[src/rtl/draw_cmd_stack_if.sv]
// Command bus between the draw-command producers/feeder and the LIFO stack.
// The master modport is the producer/feeder side; slave is the stack itself.
interface draw_cmd_stack_if #(
  parameter int DEPTH = 16,
  parameter int WIDTH = 32
);
  localparam int CW = $clog2(DEPTH + 1);

  logic             clear;
  logic             push;
  logic [WIDTH-1:0] push_data;
  logic             pop;
  logic [WIDTH-1:0] top_data;
  logic             empty;
  logic             full;
  logic [CW-1:0]    count;
  logic             overflow;
  logic             underflow;

  modport master (
    output clear, push, push_data, pop,
    input  top_data, empty, full, count, overflow, underflow
  );

  modport slave (
    input  clear, push, push_data, pop,
    output top_data, empty, full, count, overflow, underflow
  );
endinterface

[src/rtl/draw_cmd_stack.sv]
// Show-ahead LIFO of draw commands feeding the feeder stage.
// Sticky overflow/underflow flags record dropped pushes and pops on empty.
module draw_cmd_stack #(
  parameter int DEPTH = 16,
  parameter int WIDTH = 32
) (
  input  logic             clock,
  input  logic             reset,
  draw_cmd_stack_if.slave  bus
);
  localparam int CW = $clog2(DEPTH + 1);
  localparam int AW = $clog2(DEPTH);

  logic [WIDTH-1:0] r_mem [DEPTH];
  logic [CW-1:0]    r_sp;
  logic             r_empty;
  logic             r_full;
  logic             r_overflow;
  logic             r_underflow;

  logic [CW-1:0]    w_spNext;
  logic             w_wrEn;
  logic [AW-1:0]    w_wrAddr;
  logic [AW-1:0]    w_topAddr;
  logic             w_setOvf;
  logic             w_setUnf;

  assign w_topAddr = AW'(r_sp - CW'(1));

  // Next pointer and write decision; push+pop on a non-empty stack replaces the top in place
  always_comb begin
    w_spNext = r_sp;
    w_wrEn   = 1'b0;
    w_wrAddr = '0;
    w_setOvf = 1'b0;
    w_setUnf = 1'b0;
    if (bus.clear) begin
      w_spNext = '0;
    end else if (bus.push && bus.pop) begin
      w_wrEn = 1'b1;
      if (r_empty) begin
        w_wrAddr = '0;
        w_spNext = CW'(1);
        w_setUnf = 1'b1;
      end else begin
        w_wrAddr = w_topAddr;
      end
    end else if (bus.push) begin
      if (r_full) begin
        w_setOvf = 1'b1;
      end else begin
        w_wrEn   = 1'b1;
        w_wrAddr = AW'(r_sp);
        w_spNext = r_sp + CW'(1);
      end
    end else if (bus.pop) begin
      if (r_empty) begin
        w_setUnf = 1'b1;
      end else begin
        w_spNext = r_sp - CW'(1);
      end
    end
  end

  always_ff @(posedge clock) begin
    if (reset) begin
      r_sp        <= '0;
      r_empty     <= 1'b1;
      r_full      <= 1'b0;
      r_overflow  <= 1'b0;
      r_underflow <= 1'b0;
    end else begin
      r_sp    <= w_spNext;
      r_empty <= (w_spNext == '0);
      r_full  <= (w_spNext == CW'(DEPTH));
      if (w_setOvf) r_overflow  <= 1'b1;
      if (w_setUnf) r_underflow <= 1'b1;
    end
  end

  // Storage is left uninitialised on reset; entries at or above sp are never observed
  always_ff @(posedge clock) begin
    if (!reset && w_wrEn) r_mem[w_wrAddr] <= bus.push_data;
  end

  assign bus.top_data  = r_empty ? '0 : r_mem[w_topAddr];
  assign bus.empty     = r_empty;
  assign bus.full      = r_full;
  assign bus.count     = r_sp;
  assign bus.overflow  = r_overflow;
  assign bus.underflow = r_underflow;
endmodule
[src/flat_wrapper.sv]
// flat-port wrapper written by rule: the top's interface ports become plain ports
module draw_cmd_stack_flat 
#(
  parameter int DEPTH = 16,
  parameter int WIDTH = 32
)
  (clock, reset, bus_clear, bus_push, bus_push_data, bus_pop, bus_top_data, bus_empty, bus_full, bus_count, bus_overflow, bus_underflow);
  draw_cmd_stack_if #(.DEPTH(DEPTH), .WIDTH(WIDTH)) bus_i ();
  input  logic clock;
  input  logic reset;
  input wire logic [$bits(bus_i.clear)-1:0] bus_clear;
  input wire logic [$bits(bus_i.push)-1:0] bus_push;
  input wire logic [$bits(bus_i.push_data)-1:0] bus_push_data;
  input wire logic [$bits(bus_i.pop)-1:0] bus_pop;
  output wire logic [$bits(bus_i.top_data)-1:0] bus_top_data;
  output wire logic [$bits(bus_i.empty)-1:0] bus_empty;
  output wire logic [$bits(bus_i.full)-1:0] bus_full;
  output wire logic [$bits(bus_i.count)-1:0] bus_count;
  output wire logic [$bits(bus_i.overflow)-1:0] bus_overflow;
  output wire logic [$bits(bus_i.underflow)-1:0] bus_underflow;
  assign bus_i.clear = bus_clear;
  assign bus_i.push = bus_push;
  assign bus_i.push_data = bus_push_data;
  assign bus_i.pop = bus_pop;
  assign bus_top_data = bus_i.top_data;
  assign bus_empty = bus_i.empty;
  assign bus_full = bus_i.full;
  assign bus_count = bus_i.count;
  assign bus_overflow = bus_i.overflow;
  assign bus_underflow = bus_i.underflow;
  draw_cmd_stack #(.DEPTH(DEPTH), .WIDTH(WIDTH)) u_core (.clock(clock), .reset(reset), .bus(bus_i));
endmodule
[config.mk]
export PLATFORM = sky130hd
export DESIGN_NAME = draw_cmd_stack_flat
export DESIGN_NICKNAME = d
export VERILOG_FILES = /design/src/rtl/draw_cmd_stack_if.sv /design/src/rtl/draw_cmd_stack.sv /design/src/flat_wrapper.sv
export SDC_FILE = /design/constraint.sdc
export NUM_CORES = 1
export LEC_CHECK = 0
export CORE_MARGIN = 2
export CORE_UTILIZATION = 34
export CTS_CLUSTER_SIZE = 8
export DETAILED_ROUTE_END_ITERATION = 6
export SLEW_MARGIN = 25
export SYNTH_ARGS = -nofsm -noshare
export SYNTH_HDL_FRONTEND = slang
export SYNTH_SLANG_ARGS = --single-unit
[constraint.sdc]
create_clock -name clock -period 4.8 [get_ports clock]
set_clock_uncertainty 0.1 [all_clocks]
set_input_delay 0.96 -clock clock [delete_from_list [all_inputs] [get_ports clock]]
set_output_delay 0.96 -clock clock [all_outputs]
set_load 0.02 [all_outputs]
==> flow_summary.json, run 1 <==
{
  "cts-htree-levels": 3,
  "end_kind": "output pin",
  "p_int_mw": 8.17,
  "seq_area_sq_um": 15600,
  "fmax_ghz": 0.221,
  "portBuffers": 77,
  "crit_required_ns": 3.74,
  "regToRegSetupSlack_ns": 1.40,
  "crit_type": "flip-flop to output pin",
  "tritoncts.num_buffers": 75,
  "fin_crit_ns": 4.53,
  "path_max_fanout": 34,
  "dieHeight_um": 249,
  "die_area_sq_um": 62200,
  "syn_area_sq_um": 20500,
  "yosysTopAreaCell": "edfxtp_1",
  "area_growth_syn_to_layout_pct": 20.0,
  "outcome": "finished clean",
  "yosysMostFrequentCell": "edfxtp_1",
  "seqPwrFrac": 0.483,
  "timing.rr.end": "u_core.r_mem[6][17]",
  "r2r_cells": 6,
  "rsz0062_at_grt": "false",
  "syn_inst": 937,
  "clock-sinks": 521,
  "postRouteAntennaNets": 0,
  "placed_cell_area_sq_um": 22500,
  "grt_pass1_wl_um": 69100,
  "synthTopCellsByCount": "512 x edfxtp_1, 129 x mux4_2, 64 x a211oi_1, 33 x mux2i_1, 27 x nor2b_1",
  "dp_cells": 1772,
  "drt-pass1-iter-count": 7,
  "start_util": 0.346,
  "grt_overflow": 0,
  "setup_violations": 0,
  "synth_edf_count": 512,
  "p_clk_frac": 0.442,
  "power.switching_mw": 2.28,
  "combPwrFrac": 0.075,
  "hold_viol": 0,
  "synth_ff_type": "edfxtp_1",
  "drc": 0,
  "critPathLaunchType": "flip-flop",
  "async_flop_share": 0,
  "switching_share": 0.218,
  "ys_ff_latch": 521,
  "postRouteWirelength_um": 46100,
  "synth_nets": 979,
  "fill_cells": 5140,
  "report.final.slew_viol_count": 0,
  "synth_top_area_frac": 0.751,
  "vias": 9694,
  "final_cell_count_no_fill": 1864,
  "holdPathEnd": "u_core.bus.underflow",
  "rows": 89,
  "first_global_vias": 10200,
  "ir_drop_mv": 0.253,
  "synthTopCellsByArea": "edfxtp_1 75%, mux4_2 14%, a211oi_1 2.3%",
  "r2r-start": "u_core.bus.empty",
  "avgRoutedWirePerCell_um": 24.8,
  "place.gp.congestion": 0.708,
  "dp.final_hpwl_um": 24900,
  "hold_path.class": "flip-flop to flip-flop",
  "ios": 78,
  "power_leakage_nw": 7.61,
  "cts_tree": "done",
  "path_clk_slew_ns": 0.04,
  "antenna_found_initial": 0,
  "maxCapViolCount": 0,
  "core-area_sq_um": 59200,
  "ys_types": 45,
  "grt_max_degree": 82,
  "drt_first_iter_violations": 787,
  "p_per_area_nw_per_um2": 425,
  "root_buffer": "clkbuf_16",
  "yosysSeqAreaShare": 0.759,
  "antenna_cells": 0,
  "hold-path-cell-count": 2,
  "tightestPinTransition_ns": 0.848,
  "min_from": "u_core.bus.underflow",
  "max_slew_margin": 0.435,
  "stdcell_area_sq_um": 24600,
  "clk_path_buf_depth": 3,
  "crit_arrival_ns": 3.47,
  "drive_gt1_frac": 0.258,
  "layout.nets": 1119,
  "multi_input_area_sq_um": 4700,
  "routed_via_density": 5.20,
  "yosysWarnings": 0,
  "grt_usage": 0.151,
  "fin_crit_sh": 0.944,
  "die_w_um": 249,
  "setup_tns_ns": 0,
  "syn_avg_cell_area_sq_um": 21.9,
  "clk_latency_ns": 0.60
}
## worst max-delay path, cell delays in order (launching register included)
cell and delay (ns):
dfxtp_1 0.50, o31a_1 0.43, nor2_4 0.40, buf_12 0.29
a211oi_1 0.07, a211oi_1 0.46, clkdlybuf4s50_1 0.70
## what timing repair did
item / 4_1_cts / 5_1_grt
setup endpoints to repair: 14 / 7
gates resized for setup: 3 / 1
setup buffers: 1 / 0
cloned: 0 / 0
pin swaps: 1 / 0
hold buffers: 0 / 0
## stage by stage
step	worst slack [ns]	hold WS, ns	utilization	power (mW)
CTS	0.0630	0.371	0.415	10.6
global route	0.0550	0.436	0.415	10.8
floorplan	0.575	0.480	-	5.61
finish	0.271	0.367	0.415	10.4
global placement	0.507	0.364	0.380	5.91
detailed placement	0.485	0.361	0.380	5.92
## worst max path at each step
stage	start	end	slack [ns]
after global routing	u_core.bus.count[2]	bus_top_data[8]	0.06
final	u_core.bus.count[2]	bus_top_data[17]	0.27
after global placement	u_core.bus.count[1]	bus_top_data[15]	0.51
after floorplan	u_core.bus.count[0]	u_core.r_mem[3][0]	0.57
after detailed placement	u_core.bus.count[1]	bus_top_data[15]	0.49
after CTS	u_core.bus.count[1]	bus_top_data[23]	0.06
## cell families (layout without fill, tap and decap cells)
family | after synthesis | count (layout) | synth area share
AOI/OAI and AO/OA | 89 | 89 | 0.0327
and+or+nand+nor | 92 | 92 | 0.0258
DFF | 521 | 521 | 0.759
xor gates and xnor gates | 3 | 3 | 0.00128
muxes | 163 | 163 | 0.159
buffers and inverters | 64 | 218 | 0.0193
adders and majority gates | 5 | 5 | 0.00305
## flip-flops by register name, indices dropped and copies added, names as in the netlist
| signal | count |
|---|---|
| u_core.bus.underflow | 1 |
| u_core.bus.full | 1 |
| u_core.bus.empty | 1 |
| u_core.r_mem | 512 |
| u_core.bus.overflow | 1 |
| u_core.bus.count | 5 |
## layout make-up
cell class,instances,share of cell area
Clock inverter,9,0.00489
Tap cell,773,0.0394
Multi-Input combinational cell,352,0.191
Inverter,7,0.00107
Clock buffer,82,0.0774
Sequential cell,521,0.633
Timing Repair Buffer,120,0.0529
## layout by cell type (no fill, tap or decap), drive strengths merged, types with 4 or more instances in the layout
cell	Yosys	routed
inv	7	12
nor2	23	23
mux2i	33	33
and2b	10	10
ha	5	5
edfxtp	512	512
nand2	12	12
mux4	129	129
dfxtp	9	9
clkbuf	19	82
buf	38	43
o21ai	5	5
clkdlybuf4s50	0	77
nor3	5	5
nor2b	27	27
clkinv	0	4
a211oi	64	64
nand2b	5	5
a21oi	4	4
## power groups by stage
stage                     clock [mW]  combinational (mW)  sequential, mW
after floorplan                    0               0.493            5.12
after global placement             0               0.787            5.13
after detailed placement           0               0.793            5.13
after CTS                       4.74               0.804            5.04
after global routing            4.93               0.849            5.04
final                           4.62               0.784            5.04
## metal layers
metal / wire, um / part of all wire / track usage / vias to the layer above
li1: - / - / - / 4215
met1: 19700 / 0.43 / 0.202 / 5163
met2: 23300 / 0.50 / 0.251 / 250
met3: 2280 / 0.049 / 0.0334 / 66
met4: 906 / 0.020 / 0.0406 / 0
met5: 0 / 0 / 0 / -
Power figures use the tool's default switching activity.
==> run 2, diff against run 1 <==
--- a/config.mk
+++ b/config.mk
@@ -7,9 +7,8 @@
 export LEC_CHECK = 0
 export CORE_MARGIN = 2
 export CORE_UTILIZATION = 34
-export CTS_CLUSTER_SIZE = 8
 export DETAILED_ROUTE_END_ITERATION = 6
-export SLEW_MARGIN = 25
+export SLEW_MARGIN = 20
 export SYNTH_ARGS = -nofsm -noshare
 export SYNTH_HDL_FRONTEND = slang
 export SYNTH_SLANG_ARGS = --single-unit
==> run 2 against run 1 <==
  * Register-to-register slack got worse by 0.03 ns
  * Global-route usage down 0.27 points
  * Cell area shrank 1.2%
  * Fmax is 1.4% lower
  * Sequential cell count unchanged
  * Critical path depth unchanged
  * Hold slack improved by 0.0028 ns
  * Clock-buffer cell count fell by 18
  * Non-clock buffer count stayed put
  * Core utilization fell by 0.48 points
  * Critical endpoint is now bus_top_data[21]
==> flow_summary.json, run 2 (same netlist as run 1, synthesis figures left out) <==
{
  "p_clk_frac": 0.414,
  "place.gp.congestion": 0.708,
  "setup_violations": 0,
  "crit_slowest_cell": "clkdlybuf4s50_1",
  "setup_tns_ns": 0,
  "r2r_cells": 6,
  "dieHeight_um": 249,
  "r2r-start": "u_core.bus.empty",
  "max_slew_margin": 0.438,
  "hold_viol": 0,
  "routed_via_density": 5.11,
  "grt_max_degree": 82,
  "path_cells": "o31a_1, nor2_4, buf_12, a211oi_1, a211oi_1, clkdlybuf4s50_1",
  "postRouteAntennaNets": 0,
  "outcome": "finished clean",
  "fin_crit_ns": 4.59,
  "layout.nets": 1098,
  "timing.rr.end": "u_core.r_mem[6][19]",
  "final_common_cell": "edfxtp_1",
  "grt_overflow": 0,
  "path_clk_slew_ns": 0.06,
  "end_kind": "output pin",
  "final_cell_mix": "512 x edfxtp_1, 129 x mux4_2, 77 x clkdlybuf4s50_1",
  "crit_type": "flip-flop to output pin",
  "portBuffers": 77,
  "worst-path-stages": 6,
  "power.switching_mw": 2.17,
  "worst_path_most_repeated_cell": "a211oi_1",
  "hold_path.class": "flip-flop to flip-flop",
  "grt_pass1_wl_um": 68200,
  "power_leakage_nw": 7.46,
  "p_per_area_nw_per_um2": 408,
  "grt_usage": 0.149,
  "report.final.slew_viol_count": 0,
  "cts_tree": "done",
  "die_area_sq_um": 62200,
  "rows": 89,
  "cpPeakStageDelay_ns": 0.71,
  "antenna_found_initial": 0,
  "combPwrFrac": 0.079,
  "core-area_sq_um": 59200,
  "largest_register_ffs": 512,
  "area_growth_syn_to_layout_pct": 18.6,
  "clk_path_buf_depth": 3,
  "crit_start": "u_core.bus.count[2]",
  "die_w_um": 249,
  "antenna_cells": 0,
  "cp_top_family": "compound AO/OA/AOI/OAI gates",
  "critPathLaunchType": "flip-flop",
  "p_int_mw": 7.75,
  "first_global_vias": 10000,
  "power.total_mw": 9.92,
  "crit_required_ns": 3.74,
  "rsz0062_at_grt": "false",
  "clock-sinks": 521,
  "maxCapViolCount": 0,
  "root_buffer": "clkbuf_16",
  "ios": 78,
  "avgRoutedWirePerCell_um": 24.3,
  "tritoncts.num_buffers": 54,
  "cts-htree-levels": 2,
  "placed_cell_area_sq_um": 22500,
  "vias": 9584,
  "ctsHoldBuffers": 0,
  "start_util": 0.346,
  "drive_gt1_frac": 0.252,
  "fin_crit_sh": 0.957,
  "postRouteWirelength_um": 45500,
  "path_max_fanout": 34,
  "crit_arrival_ns": 3.53,
  "dp.final_hpwl_um": 24900,
  "seqPwrFrac": 0.507,
  "fmax_ghz": 0.218,
  "tightestPinTransition_ns": 0.843,
  "ir_drop_mv": 0.310,
  "drt_first_iter_violations": 794,
  "fill_cells": 5192,
  "top_register": "u_core.r_mem",
  "stdcell_area_sq_um": 24300,
  "drt-pass1-iter-count": 4,
  "switching_share": 0.219,
  "crit_path_end": "bus_top_data[21]",
  "clk_latency_ns": 0.60,
  "drc": 0,
  "path_buf_inv": 2,
  "regToRegSetupSlack_ns": 1.37
}
-- run 2: changes by cell type in the layout (fill, tap and decap cells not counted), moves of 2 or more --
cell / delta
clkinvlp_4: +3
clkbuf_1: +3
clkinv_2: +9
inv_16: -2
bufinv_16: +6
clkbuf_16: -21
clkinv_1: +12
-- run 2: worst min path at each step --
| stage | slack, ns | end | depth (start not counted) | start |
|---|---|---|---|---|
| final | 0.37 | u_core.bus.underflow | 2 | u_core.bus.underflow |
| after global routing | 0.44 | u_core.bus.underflow | 2 | u_core.bus.underflow |
| after CTS | 0.37 | u_core.bus.underflow | 2 | u_core.bus.underflow |
| after detailed placement | 0.36 | u_core.bus.underflow | 2 | u_core.bus.underflow |
| after global placement | 0.36 | u_core.bus.underflow | 2 | u_core.bus.underflow |
| after floorplan | 0.48 | u_core.bus.underflow | 2 | u_core.bus.underflow |
-- run 2: final cells by class --
cell class | instances | area (sq um) | area share
flip-flops and latches | 521 | 15600 | 0.640
multi-input cells | 352 | 4700 | 0.193
clock buffers | 64 | 1390 | 0.0572
repair buffers | 120 | 1300 | 0.0536
well taps | 773 | 967 | 0.0398
clock inverters | 37 | 352 | 0.0145
inverters | 7 | 26.3 | 0.00108
-- run 2: power by group through the flow --
stage | Clock, mW | Sequential (mW) | Combinational (mW)
4_1_cts | 4.20 | 5.03 | 0.803
3_3_place_gp | 0 | 5.13 | 0.787
2_1_floorplan | 0 | 5.12 | 0.493
6_report | 4.11 | 5.03 | 0.784
3_5_place_dp | 0 | 5.13 | 0.793
5_1_grt | 4.39 | 5.03 | 0.849
-- run 2: worst register-to-register path: stages (launching register included) --
cell and delay, ns:
dfxtp_2 0.71, buf_4 0.52, nor2b_1 0.23, a32oi_2 0.28, nand2_1 0.27, nor2_4 0.69, buf_4 0.34
-- run 2: what timing repair did --
action	CTS	global route
setup endpoints to repair	14	6
buffers inserted	1	0
resized for setup	3	1
pin swaps	1	0
-- run 2: per-layer routing --
metal / track usage / wire length [um]
met1: 0.202 / 20000
met2: 0.247 / 22800
met3: 0.0268 / 1940
met4: 0.0387 / 787
met5: 0 / 0
-- run 2: through the flow --
| stage | cells | hold slack, ns | worst slack (ns) | utilization |
|---|---|---|---|---|
| finish | 1874 | 0.370 | 0.205 | 0.410 |
| global route | 1874 | 0.439 | 0.0429 | 0.410 |
| CTS | 1874 | 0.375 | 0.0620 | 0.410 |
| detailed placement | 1772 | 0.361 | 0.485 | 0.380 |
| global placement | 1772 | 0.364 | 0.507 | 0.380 |
| floorplan | 937 | 0.480 | 0.575 | - |
==> run 3, diff against run 2 <==
--- a/config.mk
+++ b/config.mk
@@ -8,6 +8,8 @@
 export CORE_MARGIN = 2
 export CORE_UTILIZATION = 34
 export DETAILED_ROUTE_END_ITERATION = 6
+export HOLD_SLACK_MARGIN = 0.15
+export REMOVE_ABC_BUFFERS = 1
 export SLEW_MARGIN = 20
 export SYNTH_ARGS = -nofsm -noshare
 export SYNTH_HDL_FRONTEND = slang
==> run 3 against run 2 <==
  * Sequential power about the same
  * Critical endpoint is now bus_top_data[9]
  * Wire length decreased by 1.1%
  * Non-clock buffer count grew 3
  * Combinational power up 0.9%
  * Cell area hardly changed
  * Largest cell class unchanged
  * Hold slack improved by 0.017 ns
==> flow_summary.json, run 3 (same netlist as run 1, synthesis figures left out) <==
{
  "power_leakage_nw": 7.44,
  "max_slew_margin": 0.444,
  "final_cell_mix": "512 x edfxtp_1, 129 x mux4_2, 77 x clkdlybuf4s50_1",
  "start_util": 0.346,
  "drive_gt1_frac": 0.254,
  "path_clk_slew_ns": 0.06,
  "worst_path_most_repeated_cell": "a211oi_1",
  "place.gp.congestion": 0.754,
  "portBuffers": 77,
  "dieHeight_um": 249,
  "antenna_found_initial": 1,
  "die_w_um": 249,
  "avgRoutedWirePerCell_um": 24.1,
  "rows": 89,
  "path_cells": "o31a_1, nor2_4, buf_12, buf_4, a211oi_1, a211oi_1, clkdlybuf4s50_1",
  "setup_violations": 0,
  "layout.nets": 1098,
  "cpPeakStageDelay_ns": 0.68,
  "outcome": "finished clean",
  "end_kind": "output pin",
  "dp_cells": 1772,
  "vias": 9626,
  "grt_overflow": 0,
  "crit_type": "flip-flop to output pin",
  "maxCapViolCount": 0,
  "critPathLaunchType": "flip-flop",
  "crit_start": "u_core.bus.count[2]",
  "cts-htree-levels": 2,
  "largest_register_ffs": 512,
  "first_global_vias": 10200,
  "hold_viol": 0,
  "final_cell_count_no_fill": 1871,
  "ctsHoldBuffers": 0,
  "crit_slowest_cell": "clkdlybuf4s50_1",
  "top_register": "u_core.r_mem",
  "fin_crit_ns": 4.55,
  "fin_crit_sh": 0.949,
  "crit_arrival_ns": 3.49,
  "p_per_area_nw_per_um2": 401,
  "clk_latency_ns": 0.59,
  "area_growth_syn_to_layout_pct": 18.7,
  "root_buffer": "clkbuf_16",
  "ios": 78,
  "clock-sinks": 521,
  "min_from": "u_core.bus.overflow",
  "core-area_sq_um": 59200,
  "postRouteWirelength_um": 45000,
  "drt_first_iter_violations": 907,
  "drc": 0,
  "tritoncts.num_buffers": 51,
  "hold_path.class": "flip-flop to flip-flop",
  "fmax_ghz": 0.220,
  "final_common_cell": "edfxtp_1",
  "routed_via_density": 5.14,
  "ir_drop_mv": 0.252,
  "tightestPinTransition_ns": 0.835,
  "crit_required_ns": 3.74,
  "drt-pass1-iter-count": 5,
  "path_max_fanout": 41,
  "report.final.slew_viol_count": 0,
  "cts_tree": "done",
  "postRouteAntennaNets": 0,
  "fill_cells": 5190,
  "dp.final_hpwl_um": 24300,
  "grt_max_degree": 80,
  "r2r-start": "u_core.bus.empty",
  "fin_util": 0.410,
  "grt_pass1_wl_um": 67400,
  "grt_usage": 0.146,
  "clk_path_buf_depth": 3,
  "die_area_sq_um": 62200
}
run 3: final timing paths:
check	depth (start not counted)	endpoint	slack, ns
setup / recovery	7	bus_top_data[9]	0.25
hold / removal	2	u_core.bus.overflow	0.39
setup reg to reg	8	u_core.r_mem[0][26]	1.41
hold reg to reg	2	u_core.bus.overflow	0.39
run 3: layout make-up:
cell class | count | area (sq um) | share of cell area
diodes | 1 | 2.50 | 0.000103
flip-flops and latches | 521 | 15600 | 0.640
multi-input cells | 352 | 4700 | 0.194
well taps | 773 | 967 | 0.0398
clock buffers | 63 | 1320 | 0.0544
repair buffers | 123 | 1410 | 0.0581
clock inverters | 31 | 313 | 0.0129
inverters | 7 | 26.3 | 0.00108
run 3: report_power, final:
group          total, mW  internal (mW)  switching, mW  leakage, nW
sequential          5.03           5.01         0.0221         4.68
combinational      0.791          0.356          0.435         1.97
clock               3.92           2.24           1.69        0.783
run 3: through the flow:
stage | total power [mW] | cell area (sq um) | setup WS (ns) | TNS [ns] | hold WS, ns
floorplan | 5.65 | 20100 | -8.06 | -3521.81 | 0.480
global placement | 5.92 | 22600 | 0.466 | 0 | 0.367
detailed placement | 5.92 | 22600 | 0.454 | 0 | 0.382
CTS | 9.86 | 24300 | 0.0780 | 0 | 0.396
global route | 10.1 | 24300 | -0.00870 | -0.00870 | 0.434
finish | 9.75 | 24300 | 0.247 | 0 | 0.387
run 3: critical path: cells and delay by family (launching register included):
kind	cells	cell delay, ns
flip-flops	1	0.51
AND/OR/NAND/NOR	1	0.25
AO/OA/AOI/OAI	3	0.84
buffers and inverters	3	1.27
run 3: what timing repair did:
item,in CTS,in global routing
setup buffers,1,3
endpoints found under the setup margin,4,9
pin swaps,1,1
resized for setup,2,4
run 3: per-layer routing:
layer  vias up  share of wire  track usage
met5         -              0            0
met4         0          0.018       0.0372
met3        54          0.046       0.0227
met2       234           0.50        0.250
met1      5137           0.43        0.195
li1       4201              -            -
